[src/rtl/traffic_pkg.sv]
// Shared types and light encodings for the intersection phase scheduler.
// decode_lights turns a phase and approach into the 12-bit lamp word.
package traffic_pkg;

  localparam int NUM_DIR = 4;

  localparam logic [2:0] LIGHT_GREEN  = 3'b001;
  localparam logic [2:0] LIGHT_YELLOW = 3'b010;
  localparam logic [2:0] LIGHT_RED    = 3'b100;

  typedef enum logic [1:0] {
    ALL_RED,
    GREEN,
    YELLOW,
    PED_WALK
  } phase_t;

  function automatic logic [3*NUM_DIR-1:0] decode_lights(input phase_t st, input logic [1:0] dir);
    logic [3*NUM_DIR-1:0] l;
    int base;
    l = {NUM_DIR{LIGHT_RED}};
    base = 3 * int'(dir);
    if (st == GREEN) begin
      l[base +: 3] = LIGHT_GREEN;
    end else if (st == YELLOW) begin
      l[base +: 3] = LIGHT_YELLOW;
    end
    return l;
  endfunction

endpackage

[src/rtl/rr_pick.sv]
// Combinational round-robin selector: first requester after 'last',
// with 'last' itself considered only at the end of the rotation.
module rr_pick
  import traffic_pkg::*;
(
  input  logic [NUM_DIR-1:0] req,
  input  logic [1:0]         last,
  output logic [1:0]         grant_dir,
  output logic               any
);

  logic [1:0]         cand [NUM_DIR];
  logic [NUM_DIR-1:0] hit;

  for (genvar gi = 0; gi < NUM_DIR; gi++) begin : g_cand
    assign cand[gi] = last + 2'(gi + 1);
    assign hit[gi]  = req[cand[gi]];
  end

  // Scan from the farthest candidate down so the nearest one wins.
  always_comb begin
    grant_dir = last;
    for (int i = NUM_DIR - 1; i >= 0; i--) begin
      if (hit[i]) grant_dir = cand[i];
    end
  end

  assign any = |req;

endmodule

[src/rtl/traffic_phase_scheduler.sv]
// Actuated 4-approach phase scheduler: round-robin greens with min/max timing,
// emergency preemption and a latched pedestrian all-red walk phase.
module traffic_phase_scheduler
  import traffic_pkg::*;
#(
  parameter int T_MIN_GREEN = 8,
  parameter int T_MAX_GREEN = 20,
  parameter int T_YELLOW    = 3,
  parameter int T_ALLRED    = 2,
  parameter int T_WALK      = 6,
  parameter int CNT_W       = 8
) (
  input  logic                   clk,
  input  logic                   rst,
  input  logic [NUM_DIR-1:0]     veh_req,
  input  logic                   ped_req,
  input  logic                   emerg_req,
  input  logic [1:0]             emerg_dir,
  output logic [3*NUM_DIR-1:0]   signal_lights,
  output logic                   ped_walk,
  output logic [1:0]             active_dir
);

  phase_t               state_reg, state_next;
  logic [CNT_W-1:0]     cnt_reg, cnt_next;
  logic [1:0]           dir_reg, dir_next;
  logic                 ped_pending_reg, ped_pending_next;
  logic [3*NUM_DIR-1:0] lights_reg;
  logic                 walk_reg;

  logic [NUM_DIR-1:0]   dir_mask;
  logic [1:0]           rr_grant;
  logic                 rr_any;
  logic                 other;

  rr_pick u_rr_pick (
    .req       (veh_req),
    .last      (dir_reg),
    .grant_dir (rr_grant),
    .any       (rr_any)
  );

  assign dir_mask = NUM_DIR'(1) << dir_reg;
  assign other    = (emerg_req && (emerg_dir != dir_reg)) || ped_pending_reg
                    || (|(veh_req & ~dir_mask));

  always_comb begin
    state_next = state_reg;
    dir_next   = dir_reg;
    case (state_reg)
      ALL_RED: begin
        if (cnt_reg >= CNT_W'(T_ALLRED - 1)) begin
          if (emerg_req) begin
            state_next = GREEN;
            dir_next   = emerg_dir;
          end else if (ped_pending_reg) begin
            state_next = PED_WALK;
          end else if (rr_any) begin
            state_next = GREEN;
            dir_next   = rr_grant;
          end
        end
      end
      GREEN: begin
        // An emergency for this approach pins the green with no timeout.
        if (emerg_req) begin
          if (emerg_dir != dir_reg) state_next = YELLOW;
        end else if (other && ((cnt_reg >= CNT_W'(T_MIN_GREEN - 1) && !veh_req[dir_reg])
                               || (cnt_reg >= CNT_W'(T_MAX_GREEN - 1)))) begin
          state_next = YELLOW;
        end
      end
      YELLOW: begin
        if (cnt_reg >= CNT_W'(T_YELLOW - 1)) state_next = ALL_RED;
      end
      PED_WALK: begin
        if (cnt_reg >= CNT_W'(T_WALK - 1)) state_next = ALL_RED;
      end
      default: state_next = ALL_RED;
    endcase

    if (state_next != state_reg) begin
      cnt_next = '0;
    end else if (&cnt_reg) begin
      cnt_next = cnt_reg;
    end else begin
      cnt_next = cnt_reg + CNT_W'(1);
    end

    if (state_reg == PED_WALK) begin
      ped_pending_next = ped_pending_reg;
    end else if (state_next == PED_WALK) begin
      ped_pending_next = 1'b0;
    end else begin
      ped_pending_next = ped_pending_reg | ped_req;
    end
  end

  // Lamp outputs are decoded from the next state so they flip on the same edge.
  always_ff @(posedge clk) begin
    if (rst) begin
      state_reg       <= ALL_RED;
      cnt_reg         <= '0;
      dir_reg         <= 2'd3;
      ped_pending_reg <= 1'b0;
      lights_reg      <= {NUM_DIR{LIGHT_RED}};
      walk_reg        <= 1'b0;
    end else begin
      state_reg       <= state_next;
      cnt_reg         <= cnt_next;
      dir_reg         <= dir_next;
      ped_pending_reg <= ped_pending_next;
      lights_reg      <= decode_lights(state_next, dir_next);
      walk_reg        <= (state_next == PED_WALK);
    end
  end

  assign signal_lights = lights_reg;
  assign ped_walk      = walk_reg;
  assign active_dir    = dir_reg;

endmodule

[config.mk]
export PLATFORM = sky130hd
export DESIGN_NAME = traffic_phase_scheduler
export DESIGN_NICKNAME = d
export VERILOG_FILES = /design/src/rtl/traffic_pkg.sv /design/src/rtl/rr_pick.sv /design/src/rtl/traffic_phase_scheduler.sv
export SDC_FILE = /design/constraint.sdc
export NUM_CORES = 1
export LEC_CHECK = 0
export CAP_MARGIN = 15
export CELL_PAD_IN_SITES_DETAIL_PLACEMENT = 2
export CELL_PAD_IN_SITES_GLOBAL_PLACEMENT = 2
export CORE_ASPECT_RATIO = 0.8
export CORE_MARGIN = 2
export CORE_UTILIZATION = 31
export DETAILED_ROUTE_END_ITERATION = 8
export PLACE_DENSITY_LB_ADDON = 0.1
export SYNTH_ARGS = -nofsm -noshare
export SYNTH_HDL_FRONTEND = slang
export SYNTH_SLANG_ARGS = --single-unit
[constraint.sdc]
create_clock -name clk -period 3.2 [get_ports clk]
set_input_delay 0.48 -clock clk [delete_from_list [all_inputs] [get_ports clk]]
set_output_delay 0.48 -clock clk [all_outputs]
set_load 0.05 [all_outputs]
==> run summary <==
status: finished, final reports clean
total of buffers placed on input and output ports: 24
clock net sink count: 26
average detailed-routed wire length per instance: 18.6 um
CTS tree: done
final total negative setup slack: 0 ns
detailed-routing iteration count for the pre-antenna-repair pass: 4
number of nets in the final layout: 223
instance count after placement with tap cells included: 260
Worst-path clk slew: 0.10 ns
leakage power: 0.000730 uW
initial core utilization: 0.329
Final Hold Viols: 0
share of flip-flops with an asynchronous set or reset after synthesis: 0
proportion of layout cells with a drive suffix above 1: 0.0980
number of library cell types mapped by synthesis: 51
# IOs: 25
horizontal die dimension: 82.8 um
Diodes inserted: 0
Final GP Congestion: 0.844
final critical delay including setup and external delays: 2.62 ns
CP endpoint kind: register
# Post-CTS Setup Buffers: 0
biggest area consumer among synthesized cells: sky130_fd_sc_hd__dfxtp_1
iteration-0 DRC count of the detailed router: 46
Syn Std Cell Area: 0.00154 sq mm
Crit Path Max Fanout: 7
total congestion overflow after global routing: 0
Avg Vias per Cell: 5.59
Worst R2R Path Depth: 6
syn nets: 198
Gate Count Post-Synth: 180
maximum number of pins on one net before global-route repair: 17
dominant cell by count in the synthesized netlist: sky130_fd_sc_hd__dfxtp_1
Worst-Margin Slew: 0.541 ns
DR vias: 1475
setup repair after global routing missed its margin: no
most frequently used flop master after synthesis: sky130_fd_sc_hd__dfxtp_1
cts repair resizes: 0
Worst Clk Skew: 0.00281 ns
startpoint kind of the worst setup timing path: register
initial antenna violation count: 0
number of global-route vias before repair: 1575
final routed DRC violation total: 0
CTS Root Cell: sky130_fd_sc_hd__clkbuf_8
worst-skew pair later-pin latency: 0.27 ns
critical path data arrival time: 2.76 ns
VDD IR max: 0.335 mV
max-capacitance violation count: 0
number of flip-flops and latches in the synthesized netlist: 26
worst setup path category: reg -> reg
area of the die: 0.00556 sq mm
Detail Route Antenna Nets: 0
Core ar.: 0.00468 sq mm
area of the multi-input gates: 947 sq um
Final Instance Area: 0.00191 sq mm
Setup-failing EPs final: 0
top cell type's share of synthesized area: 0.338
fin crit share: 0.818
combinational share of power: 0.611
fraction of the yosys area taken by sequential cells: 0.338
Final HPWL DP: 3830 um
post-placement cell area: 0.00184 sq mm
switching share of power: 0.486
Layout Cells excl Fill: 264
Most Crowded Layer GR: met2
clock buffers created by TritonCTS: 3
Int Pwr: 965 uW
data required time of the worst path: 3.34 ns
sum of routed wire length over all layers: 4920 um
wire length of the first global-routing pass: 8150 um
yosys synthesis warning count: 0
most used standard cells in the synthesized netlist: sky130_fd_sc_hd__dfxtp_1, sky130_fd_sc_hd__nor3_1, sky130_fd_sc_hd__a21oi_1, sky130_fd_sc_hd__nor2_1, sky130_fd_sc_hd__nand2_1
routing usage on met1: 0.230
part of the total power dissipated in sequential elements: 0.241
global-route track usage on met2: 0.342
Row Count: 22
area taken by flip-flops and latches: 520 sq um
fraction of power consumed by the clock network: 0.147
number of synthesized flops with an enable pin: 0
worst hold slack: 0.622 ns
fin. max-slew vios: 0
final core area utilization: 0.408
Max Buffers Root-to-Sink: 2
met3 Usage GRT: 0.0347
die span in y: 67.1 um
synth top area cells: sky130_fd_sc_hd__dfxtp_1, sky130_fd_sc_hd__ha_1, sky130_fd_sc_hd__nor3_1
mean area per synthesized cell: 8.56 sq um
PwrDens: 983 mW/mm^2
Max Freq: 0.382 GHz
Hold Buf Count CTS: 0
Overall Global Routing Usage: 0.185
number of cells on the worst hold path: 2
number of flip-flops under the largest register name: 12
Layout fillers: 551
power dissipated by switching net loads: 913 uW
synthesis-to-layout area growth: 23.9%
HP Class: reg -> reg
number of H-tree levels: 1
Rel. slew slack: 0.640
## layer usage
layer | up-vias | part of all wire
met2 | 32 | 0.49
met1 | 729 | 0.48
met3 | 2 | 0.028
li1 | 712 | -
met5 | - | 0
met4 | 0 | 0.0053
## power by group through the flow
stage                     logic [uW]  registers, uW  clock network [uW]
after global routing            1260            467                 299
final                           1150            453                 277
after CTS                       1160            455                 286
after detailed placement        1150            461                   0
after global placement          1100            456                   0
after floorplan                  666            608                   0
## cells by family (layout without fill, tap and decap cells)
logic type,Yosys count,after routing,share of synthesized area
simple gates,74,74,0.263
buf+inv,17,41,0.0479
fa+ha+maj,8,8,0.0649
compound gates,46,46,0.224
mux,4,4,0.0341
flops,26,26,0.338
xor+xnor,5,5,0.0284
## critical path: stages (launching register included)
cell and delay [ns]:
sky130_fd_sc_hd__dfxtp_1 0.40, sky130_fd_sc_hd__or4_4 0.62, sky130_fd_sc_hd__or4_4 0.53, sky130_fd_sc_hd__a32oi_1 0.40, sky130_fd_sc_hd__a21oi_1 0.10, sky130_fd_sc_hd__nor3_2 0.28
sky130_fd_sc_hd__nand3_1 0.15
## final timing paths
path	start	to	slack [ns]
hold / removal	cnt_reg[0]	cnt_reg[0]	0.62
setup reg to reg	cnt_reg[7]	signal_lights[11]	0.58
hold reg to reg	cnt_reg[0]	cnt_reg[0]	0.62
setup / recovery	cnt_reg[7]	signal_lights[11]	0.58
## cells in the final DEF (no fill, tap or decap), types with 3 or more instances in the layout
cell / count
sky130_fd_sc_hd__mux2i_1: 3
sky130_fd_sc_hd__nand2b_1: 5
sky130_fd_sc_hd__dfxtp_1: 26
sky130_fd_sc_hd__nor4_1: 3
sky130_fd_sc_hd__nand2_1: 12
sky130_fd_sc_hd__a21oi_1: 13
sky130_fd_sc_hd__clkdlybuf4s50_1: 24
sky130_fd_sc_hd__inv_1: 11
sky130_fd_sc_hd__nand3_1: 9
sky130_fd_sc_hd__o21ai_0: 7
sky130_fd_sc_hd__xor2_1: 4
sky130_fd_sc_hd__clkbuf_8: 3
sky130_fd_sc_hd__nor2_1: 13
sky130_fd_sc_hd__a31oi_1: 3
sky130_fd_sc_hd__ha_1: 8
sky130_fd_sc_hd__nor3_1: 15
## layout make-up
cell class	count	area share
flip-flops and latches	26	0.272
inverters	11	0.0216
clock inverters	1	0.0157
multi-input cells	137	0.496
clock buffers	3	0.0216
well taps	60	0.0393
repair buffers	26	0.134
## stage by stage
stage / worst slack [ns] / power (uW)
after floorplan: 0.511 / 1270
after global placement: 0.443 / 1550
after detailed placement: 0.366 / 1610
after CTS: 0.565 / 1900
after global routing: 0.424 / 2020
final: 0.582 / 1880
Note: power is estimated with default switching activity, not from simulation.
